## config.mk

```make
export PLATFORM = sky130hd
export DESIGN_NAME = mux8_serializer
export DESIGN_NICKNAME = d
export VERILOG_FILES = /design/src/rtl/mux8_serializer.sv
export SDC_FILE = /design/constraint.sdc
export NUM_CORES = 1
export LEC_CHECK = 0
export ABC_AREA = 0
export CORE_ASPECT_RATIO = 0.8
export CORE_MARGIN = 5
export CORE_UTILIZATION = 37
export CTS_CLUSTER_DIAMETER = 40
export CTS_CLUSTER_SIZE = 16
export DETAILED_ROUTE_END_ITERATION = 8
export GPL_ROUTABILITY_DRIVEN = 0
export GPL_TIMING_DRIVEN = 0
export PLACE_DENSITY = 0.74
export SYNTH_ARGS = -nofsm -noshare
export SYNTH_HDL_FRONTEND = slang
export SYNTH_SLANG_ARGS = --single-unit
```

## constraint.sdc

```tcl
create_clock -name clk -period 1.6 [get_ports clk]
set_input_delay 0.32 -clock clk [delete_from_list [all_inputs] [get_ports clk]]
set_output_delay 0.32 -clock clk [all_outputs]
set_load 0.01 [all_outputs]
```

## src/rtl/mux8_serializer.sv

```systemverilog
// Parallel-to-serial stage: holds an 8-bit word on the mux data inputs and sweeps the
// 3-bit select across it, one bit per accepted downstream beat.
module mux8_serializer #(
  parameter bit          MSB_FIRST  = 1'b0,
  parameter int unsigned GAP_CYCLES = 0
) (
  input  logic       clk,
  input  logic       rst_n,
  input  logic [7:0] din,
  input  logic       din_valid,
  output logic       din_ready,
  output logic [7:0] word,
  output logic [2:0] sel,
  output logic       bit_out,
  output logic       bit_valid,
  input  logic       bit_ready,
  output logic       first,
  output logic       last,
  output logic       busy
);

  typedef enum logic [1:0] {StIdle, StShift, StGap} state_e;

  localparam logic [2:0] SelStart = MSB_FIRST ? 3'd7 : 3'd0;
  localparam logic [2:0] SelEnd   = MSB_FIRST ? 3'd0 : 3'd7;
  localparam bit         HasGap   = (GAP_CYCLES != 0);
  localparam logic [3:0] GapLoad  = HasGap ? 4'(GAP_CYCLES - 1) : 4'd0;

  state_e     state_q, state_d;
  logic [7:0] word_q, word_d;
  logic [2:0] sel_q, sel_d;
  logic [3:0] gap_q, gap_d;

  always_ff @(posedge clk or negedge rst_n) begin
    if (!rst_n) begin
      state_q <= StIdle;
      word_q  <= 8'd0;
      sel_q   <= 3'd0;
      gap_q   <= 4'd0;
    end else begin
      state_q <= state_d;
      word_q  <= word_d;
      sel_q   <= sel_d;
      gap_q   <= gap_d;
    end
  end

  always_comb begin
    bit_valid = (state_q == StShift);
    first     = bit_valid && (sel_q == SelStart);
    last      = bit_valid && (sel_q == SelEnd);
    busy      = (state_q != StIdle);
    // A new word may only slip in on the final beat when no gap is configured.
    din_ready = (state_q == StIdle) || (last && bit_ready && !HasGap);
    bit_out   = word_q[sel_q];
    word      = word_q;
    sel       = sel_q;
  end

  always_comb begin
    state_d = state_q;
    word_d  = word_q;
    sel_d   = sel_q;
    gap_d   = gap_q;
    case (state_q)
      StIdle: begin
        if (din_valid) begin
          word_d  = din;
          sel_d   = SelStart;
          state_d = StShift;
        end
      end
      StShift: begin
        if (bit_ready) begin
          if (sel_q == SelEnd) begin
            if (HasGap) begin
              state_d = StGap;
              gap_d   = GapLoad;
            end else if (din_valid) begin
              word_d = din;
              sel_d  = SelStart;
            end else begin
              state_d = StIdle;
            end
          end else begin
            sel_d = MSB_FIRST ? (sel_q - 3'd1) : (sel_q + 3'd1);
          end
        end
      end
      StGap: begin
        if (gap_q == 4'd0) begin
          state_d = StIdle;
        end else begin
          gap_d = gap_q - 4'd1;
        end
      end
      default: state_d = StIdle;
    endcase
  end

endmodule

```

==> flow_metrics.env <==
export IMPL_fin_nets=111
export IMPL_clk_latency_ps=280
export IMPL_h_tree_depth=1
export IMPL_run_status="complete, but fails checks"
export IMPL_post_drt_wl_per_cell_um=15.50
export IMPL_combPwrFrac_pct=61.1
export IMPL_p_leak_nw=0.5514
export IMPL_crit_path_max_incr_delay_ps=510
export IMPL_power_internal_mw=1.341
export IMPL_fp_dieW_um=58.00
export IMPL_finalPower_mw=2.050
export IMPL_antenna_found_initial=0
export IMPL_endpoint_kind="output pin"
export IMPL_p_per_area_mw_per_mm2=1775
export IMPL_start_util_pct=40.31
export IMPL_via_per_inst=4.914
export IMPL_startpoint_type="flop"
export IMPL_crit_family="multiplexers"
export IMPL_seq_power_share_pct=29.0
export IMPL_diodes=0
export IMPL_clock_sinks=12
export IMPL_timing_final_crit_share_pct=118.4
export IMPL_io_pins=29
export IMPL_fin_util_pct=68.27
export IMPL_synth_seq_cells=12
export IMPL_fmaxAchievable_ghz=0.5277
export IMPL_drc=0
export IMPL_ys_types=18
export IMPL_worstPathArrival_ps=1570
export IMPL_dp_slack_ps=-306.4
export IMPL_drv_slew=0
export IMPL_drtIter0Drc=6
export IMPL_grt_pass1_wl_um=2967
export IMPL_die_y_um=48.40
export IMPL_fillers=119
export IMPL_grt_usage_pct=14.32
export IMPL_r2r_slack_ps=-90
export IMPL_ant_nets=0
export IMPL_power_switching_uw=708.4
export IMPL_crit_start="sel[0]"
export IMPL_worst_slew_pin_transition_ps=550.7
export IMPL_grt_max_degree=13
export IMPL_maxCapViolCount=0
export IMPL_clock_root_buffer="clkbuf_4"
export IMPL_cts_buffers=3
export IMPL_violations="setup timing"
export IMPL_grt_pass1_vias=585
export IMPL_cts_tree="done"
export IMPL_first_pass_iters=4
export IMPL_rsz0062_at_grt="yes"
export IMPL_fin_worst_skew_ps=1.689
export IMPL_finalSetupViolCount=11
export IMPL_yosysSeqAreaShare_pct=44.04
export IMPL_synth_area_um2=681.9
export IMPL_crit_chain="buf_6, mux4_2, nand2_2, nand2_2, buf_6"
export IMPL_synthesis_instances=51
export IMPL_critPathBufInv=2
export IMPL_drive_gt1_share_pct=46.81
export IMPL_core_rowCount=13
export IMPL_setup_ws_ps=-295.0
export IMPL_irDropWorstVdd_v=0.001026
export IMPL_holdCritPathClass="input pin to async pin"
export IMPL_wirelength_um=1798
export IMPL_path_class="flop to output pin"
export IMPL_synth_nets=67
export IMPL_fin_crit_ps=1895
export IMPL_clkTransAtPathRegs_ps=70
export IMPL_syn_to_final_growth_pct=69.36
export IMPL_rr_startpoint="sel[0]"
export IMPL_die_area_mm2=0.002807
export IMPL_p_clk_share_pct=9.9
export IMPL_worstPathMaxFanout=4
export IMPL_grt_overflow=0
export IMPL_finalHoldViolCount=0
export IMPL_yosys_warnings=0
export IMPL_num_vias=570
export IMPL_cp_required_ps=1280
export IMPL_port_buffers=28
export IMPL_crit_slowest_cell="mux4_2"
export IMPL_p_sw_share_pct=34.56
export IMPL_cts_max_path_buffers=2
export IMPL_syn_mean_instance_area_um2=13.37
export IMPL_worst_slew_margin_rel_pct=63.17
export IMPL_core_mm2=0.001692
path summary, 6_finish.rpt:
check / endpoint / cells past startpoint
max: bit_out / 5
max reg2reg: word[6] / 6
min reg2reg: word[5] / 1
min in group clk: word[5] / 1
max in group asynchronous: sel[2] / 1
min: word[4] / 1
synthesized netlist by cell type (all sizes together):
master	number	area [um^2]
and2	1	6.260
nor2b	2	12.51
inv	2	7.510
mux4	2	52.55
dfrtp	12	300.3
nand2b	1	6.260
ha	4	50.05
a21o	1	8.760
or2b	1	7.510
buf	1	7.510
nor3	1	5.000
a22o	2	17.52
nand2	8	46.30
a21bo	1	16.27
nor2	2	7.510
mux2	8	120.1
o21ai	2	10.01
worst reg2reg max path, stage by stage, from the launching register on:
cell     delay (ps)
dfrtp_2         440
buf_4           150
ha_4            170
ha_4            170
a21bo_4         230
nand2_8         120
mux2_4          310
metrics by stage:
stage | setup TNS (ps) | cell area [um^2] | std cells | hold WS, ps
2_1_floorplan | 0 | 688.2 | 51 | 24.41
3_3_place_gp | -1003 | 996.0 | 101 | 513.7
3_5_place_dp | -1119 | 996.0 | 101 | 527.4
4_1_cts | -1213 | 1089 | 113 | 404.4
5_1_grt | -1863 | 1155 | 116 | 426.0
6_report | -1365 | 1155 | 116 | 392.7
layout by cell type (no fill, tap or decap), drive strengths merged, types with 3 or more instances in the layout:
master,Yosys,final
mux2,8,8
nand2,8,8
clkbuf,0,4
dlygate4sd2,0,3
buf,1,16
clkdlybuf4s50,0,19
ha,4,4
dfrtp,12,12
final cells by class:
type | instances | area (um^2) | area share (%)
timing repair buffer | 39 | 359.1 | 31.09
clock buffer | 4 | 26.28 | 2.275
buffer | 1 | 7.507 | 0.6501
inverter | 2 | 10.01 | 0.8667
tap | 22 | 27.53 | 2.384
sequential | 12 | 304.0 | 26.33
multi-input combinational | 36 | 420.4 | 36.40
sequential cells by signal, summed over array words and instances, names as in the netlist:
signal,cells
sel,3
state_q,1
word,8
power groups by stage:
| stage | combinational (mW) | sequential, mW | clock, mW |
|---|---|---|---|
| floorplan | 0.435 | 0.629 | 0 |
| global placement | 0.942 | 0.597 | 0 |
| detailed placement | 0.952 | 0.603 | 0 |
| CTS | 1.09 | 0.586 | 0.208 |
| global route | 1.34 | 0.624 | 0.232 |
| finish | 1.25 | 0.595 | 0.203 |
cells by family after synthesis:
kind of cell,count (synthesis),share of synthesized area (%)
buf+inv,3,2.203
compound gates,6,7.708
mux,10,25.32
fa+ha+maj,4,7.340
simple gates,16,13.40
flops,12,44.04
metal layers:
metal  GRT usage [%]  wire, um  share of wire (%)  up-vias
met5               0         0                  0        -
met4           5.792        31                1.7        0
met3           6.878       149                8.3        4
met2           20.30       871                 48       23
met1           18.46       745                 41      279
li1                -         -                  -      264
timing repair:
action,in CTS,in global routing
pin swaps,4,2
setup endpoints to repair,17,16
hold buffers,0,0
gates resized for setup,29,14
buffers inserted,8,3
Power figures use the tool's default switching activity.
==> patch 1 (same settings) <==
The parameter `MSB_FIRST` goes from 1'b0 to 1'b1.
--- a/src/rtl/mux8_serializer.sv
+++ b/src/rtl/mux8_serializer.sv
@@ -1,7 +1,7 @@
 // Parallel-to-serial stage: holds an 8-bit word on the mux data inputs and sweeps the
 // 3-bit select across it, one bit per accepted downstream beat.
 module mux8_serializer #(
-  parameter bit          MSB_FIRST  = 1'b0,
+  parameter bit          MSB_FIRST  = 1'b1,
   parameter int unsigned GAP_CYCLES = 0
 ) (
   input  logic       clk,
Formal check against the unedited RTL: not equivalent (a bounded check fails within 4 cycles, from zero or initial values and one cycle with rst_n low).
==> patch 1 against the original RTL <==
- the run still ends with negative setup slack left
- routed wire length rose by 1.5%
- sequential cell count did not move
- worst setup slack improved by 0.046 ns
- die area fell by 2.4%
- cell area fell by 0.76%
- critical endpoint unchanged
- clock power fell by 5%
- total power rose by 3.5%
- critical path depth did not move
- area after synthesis fell by 2.9%
==> patch 1: results (changes against the original RTL) <==
Run status
  • Status: finished with violations
  • Violated checks: negative setup slack

Worst setup path
  • R2R Path End: word[0]$_DFFE_PN0P_
  • Worst-path maximum fanout: 4 (unchanged)
  • Reg2Reg Setup Slack: -0.08 ns
  • Critical Path Sink: bit_out
  • WS Path Type: register to output pin
  • Crit path DAT: 1.53 ns (-0.04 ns)
  • Reg2reg start: sel[0]$_DFFE_PN0P_
  • Reg2reg path depth: 6 (unchanged)

Yosys
  • Syn_nets: 68 (+1.5%)
  • Post-synthesis sequential area ratio: 45.37% (+1.3 points)
  • Top cells by count, synth: dfrtp_1 (12), mux2_2 (8), nand2_1 (7)
  • Top post-synthesis cells by area: dfrtp_1 (45%), mux2_2 (14%), mux4_1 (7.9%)
  • Synth cell types: 23 (+5)
  • Asr flop ratio synth: 100.0% (unchanged)
  • YS warnings: 0 (unchanged)

Worst hold path
  • Hold crit path type: input port to asynchronous set/reset pin

Power
  • Switch Pwr: 732.6 uW (+3.4%)
  • Peak supply drop: 1.075 mV (+4.8%)
  • Static Leak: 0.0005283 uW (-4.2%)

STA
  • Worst slew margin: 62.24% (-0.93 points)
  • PnR worst setup slack: -0.2490 ns (+0.04601 ns)
  • # setup viols final: 9 (-2)
  • Post-Route Skew: 0.004233 ns (+0.002544 ns)
  • Max frequency: 540.8 MHz (+2.5%)

Layout
  • # diodes: 0 (unchanged)
  • Max reg flops: 8 (unchanged)
  • Layout cells sized above 1: 46.32% (-0.49 points)
  • Nets: 112 (+0.90%)
  • Fillcell total: 149 (+25%)

GRT
  • Vias in the first global route: 566 (-3.2%)
  • Initial antenna violation count: 0 (unchanged)
  • Pin count of the biggest net entering global routing: 13 (unchanged)
  • First-pass GRT wire length: 2.649 mm (-11%)
  • Gr usage total: 13.46% (-0.86 points)

Placement
  • Placed inst area: 969.7 um^2 (-2.6%)
  • Pre-CTS setup slack: -0.5555 ns (-0.2490 ns)
  • Post-detail-place hpwl: 1.098 mm
  • IO Port Bufs: 28 (unchanged)

Drt
  • DRT Wirelength: 1.825 mm (+1.5%)
  • Initial DRC count: 11 (+5)
  • Drt pass-1 iters: 4 (unchanged)
  • Vias: 584 (+2.5%)

Clock tree
  • Root buf cell: clkbuf_4
  • # H-tree levels: 1 (unchanged)
  • Worst-path clk slew: 0.08 ns
  • Worst-Skew Late Latency: 0.27 ns
  • Max clock buf depth: 2 (unchanged)
  • CTS buffer count: 3 (unchanged)
==> patch 1: layout make-up <==
type,instances,area (um^2),share of cell area (%)
flip-flops and latches,12,302.8,26.42
well taps,22,27.53,2.402
multi-input cells,37,409.1,35.70
plain buffers,2,12.51,1.092
inverters,3,13.76,1.201
repair buffers,38,357.8,31.22
clock buffers,3,22.52,1.965
==> patch 1: worst min-delay path by stage <==
stage	cells after the start	slack (ns)	from	to
2_1_floorplan	0	0.02	rst_n	sel[0]$_DFFE_PN0P_
3_3_place_gp	1	0.51	word[3]$_DFFE_PN0P_	word[3]$_DFFE_PN0P_
3_5_place_dp	1	0.51	word[3]$_DFFE_PN0P_	word[3]$_DFFE_PN0P_
4_1_cts	1	0.43	rst_n	state_q[0]$_DFFE_PN0P_
5_1_grt	1	0.46	rst_n	sel[1]$_DFFE_PN0P_
6_report	1	0.40	rst_n	sel[1]$_DFFE_PN0P_
==> patch 1: critical path, cell delays in order (launching register included) <==
cell     delay, ns
dfrtp_2       0.42
buf_6         0.11
mux4_2        0.48
nand2_1       0.08
nand2_1       0.04
buf_2         0.13
==> patch 1: per-layer routing <==
layer  part of all wire (%)  GRT usage, %
met5                      0             0
met4                    1.0         5.556
met3                    8.4         6.469
met2                     47         20.96
met1                     43         16.36
==> patch 1: power groups by stage <==
| stage | logic (uW) | clock network (uW) | registers [uW] |
|---|---|---|---|
| after floorplan | 434 | 0 | 627 |
| after global placement | 960 | 0 | 586 |
| after CTS | 1120 | 192 | 592 |
| final | 1330 | 192 | 599 |
| after global routing | 1440 | 210 | 624 |
| after detailed placement | 977 | 0 | 593 |
==> patch 1: timing repair <==
| action | in CTS | in global routing |
|---|---|---|
| pin swaps | 4 | 3 |
| resized for setup | 31 | 22 |
| gates cloned | 0 | 1 |
| setup buffers | 6 | 5 |
| setup endpoints to repair | 15 | 14 |
==> patch 1: kinds of logic (layout without fill, tap and decap cells) <==
group	Yosys count	count (layout)	share of synthesized area, %
AOI/OAI and AO/OA	7	8	8.696
adders and majority gates	3	3	5.672
buffers and inverters	5	46	3.591
DFF	12	12	45.37
muxes	11	11	23.06
and+or+nand+nor	15	15	13.61
==> patch 1: through the flow <==
| stage | cells | TNS [ns] | total power, uW |
|---|---|---|---|
| 6_report | 117 | -1.151 | 2122 |
| 5_1_grt | 117 | -1.902 | 2272 |
| 3_3_place_gp | 103 | -2.883 | 1546 |
| 2_1_floorplan | 53 | 0 | 1061 |
| 4_1_cts | 112 | -0.5651 | 1902 |
| 3_5_place_dp | 103 | -3.225 | 1569 |
==> patch 2 (same settings) <==
Without the edit above. Take the reset off `word_q` and load it in a clocked block of its own.
--- a/src/rtl/mux8_serializer.sv
+++ b/src/rtl/mux8_serializer.sv
@@ -34,15 +34,17 @@
   always_ff @(posedge clk or negedge rst_n) begin
     if (!rst_n) begin
       state_q <= StIdle;
-      word_q  <= 8'd0;
       sel_q   <= 3'd0;
       gap_q   <= 4'd0;
     end else begin
       state_q <= state_d;
-      word_q  <= word_d;
       sel_q   <= sel_d;
       gap_q   <= gap_d;
     end
+  end
+
+  always_ff @(posedge clk) begin
+    word_q <= word_d;
   end
 
   always_comb begin
Behaviour: not the same (a bounded check fails within 4 cycles, from zero or initial values and one cycle with rst_n low).
==> patch 2 against the original RTL <==
- the run still ends with negative setup slack left
- worst setup slack improved by 0.047 ns
- die area fell by 10%
- routed wire length fell by 19%
- cell area fell by 10%
- sequential cell count did not move
- sequential share of layout area rose by 6.7 points
- non-clock buffer count fell by 1
- total power fell by 32%
- area after synthesis fell by 12%
- fmax rose by 2.5%
- critical path type unchanged
==> patch 2: results (changes against the original RTL) <==
Run status
  • Status: finished with violations
  • Violated checks: negative setup slack

Drt
  • Met3 wire len: 159 um (+6.7%)
  • Initial DRC count: 2 (-4)
  • Post-Route M1 WL: 556 um (-25%)
  • Drt via density: 4.633 (-5.7%)
  • Drt pass-1 iters: 2 (-2)
  • Drt wl/cell: 13.42 um (-13%)
  • DRT Wirelength: 1.463 mm (-19%)
  • Met2 WL: 736 um (-15%)

Yosys
  • Post-synthesis sequential area ratio: 56.90% (+13 points)
  • Asr flop ratio synth: 33.33% (-67 points)
  • Top post-synthesis cells by area: edfxtp_1 (40%), dfrtp_1 (17%), mux4_1 (8.8%)
  • EDFF count, synth: 8 (+8)
  • Gate Count Post-Synth: 46 (-9.8%)
  • Top cells by count, synth: edfxtp_1 (8), nand2_1 (7), dfrtp_1 (4), ha_1 (4), nor2b_1 (4)
  • Synth cell types: 20 (+2)
  • Syn_nets: 62 (-7.5%)

Worst setup path
  • Crit path DAT: 1.53 ns (-0.04 ns)
  • Peak per-stage delay on the critical path: 0.47 ns (-0.04 ns)

Layout
  • Nets: 104 (-6.3%)
  • Layout cells sized above 1: 33.33% (-13 points)
  • Max reg flops: 8 (unchanged)

Power
  • Peak supply drop: 0.6594 mV (-36%)
  • Static Leak: 0.0004159 uW (-25%)

STA
  • Post-Route Skew: 0.005121 ns (+0.003432 ns)
  • Actual slew at the worst max-slew pin: 0.3303 ns (-0.2203 ns)
  • PnR worst setup slack: -0.2484 ns (+0.04662 ns)
  • # setup viols final: 4 (-7)

GRT
  • Gr usage total: 13.17% (-1.1 points)
  • First-pass GRT wire length: 2.249 mm (-24%)
  • Vias in the first global route: 497 (-15%)
  • Pin count of the biggest net entering global routing: 10 (-3)

Placement
  • Placed insts: 96 (-5.0%)
  • Placed inst area: 908.4 um^2 (-8.8%)
  • Pre-CTS setup slack: -0.3950 ns (-0.08859 ns)
[patch 2: cell count changes after synthesis, sizes merged, moves of 2 or more]
| cell | delta |
|---|---|
| dfrtp | -8 |
| edfxtp | +8 |
| mux2 | -8 |
| nor2b | +2 |
[patch 2: area by class of cell]
| type | instances | area, um^2 |
|---|---|---|
| fillers | 140 | 539.3 |
| flip-flops and latches | 12 | 342.8 |
| plain buffers | 2 | 11.26 |
| clock buffers | 4 | 26.28 |
| inverters | 3 | 11.26 |
| well taps | 22 | 27.53 |
| repair buffers | 37 | 347.8 |
| multi-input cells | 29 | 271.5 |
[patch 2: what timing repair did]
action / CTS / global route
setup buffers: 9 / 0
gates cloned: 0 / 0
pin swaps: 3 / 3
setup endpoints to repair: 15 / 12
gates resized for setup: 34 / 4
[patch 2: logic make-up after synthesis]
logic type	after synthesis	share of synthesized area, %
simple gates	15	12.55
compound gates	8	9.624
buf+inv	5	3.765
fa+ha+maj	4	8.369
flops	12	56.90
mux	2	8.787
[patch 2: power breakdown]
part / switching, uW / total (uW) / internal, uW
registers: 70.4 / 460 / 390
clock network: 97.0 / 193 / 96.4
logic: 305 / 746 / 441
total: 473 / 1400 / 927
[patch 2: per-stage QoR]
stage,util [%],setup TNS (ns)
after floorplan,-,0
after global placement,57.57,-2.837
after detailed placement,57.57,-3.202
after CTS,64.71,-0.7568
after global routing,65.82,-1.028
final,65.82,-0.7354
[patch 2: worst paths after layout]
| kind | to | startpoint | slack [ns] |
|---|---|---|---|
| worst max-delay path | bit_out | sel[0]$_DFFE_PN0P_ | -0.25 |
| worst min-delay path | sel[0]$_DFFE_PN0P_ | rst_n | 0.24 |
| worst max register to register | word[5]$_DFFE_PP_ | sel[0]$_DFFE_PN0P_ | 0.07 |
| worst min register to register | sel[2]$_DFFE_PN0P_ | sel[2]$_DFFE_PN0P_ | 0.66 |
| max in group asynchronous | sel[2]$_DFFE_PN0P_ | rst_n | 1.17 |
| min in group clk | word[2]$_DFFE_PP_ | din[2] | 0.60 |
[patch 2: routing by layer]
layer	track usage, %	up-vias
li1	-	248
met1	14.34	233
met2	21.23	22
met3	7.869	2
met4	4.369	0
met5	0	-
[patch 2: critical path: cells and delay by family, from the launching register on]
kind	cells	cell delay (ns)
multiplexers	1	0.47
flip-flops	1	0.42
buffers and inverters	2	0.24
AND/OR/NAND/NOR	2	0.13
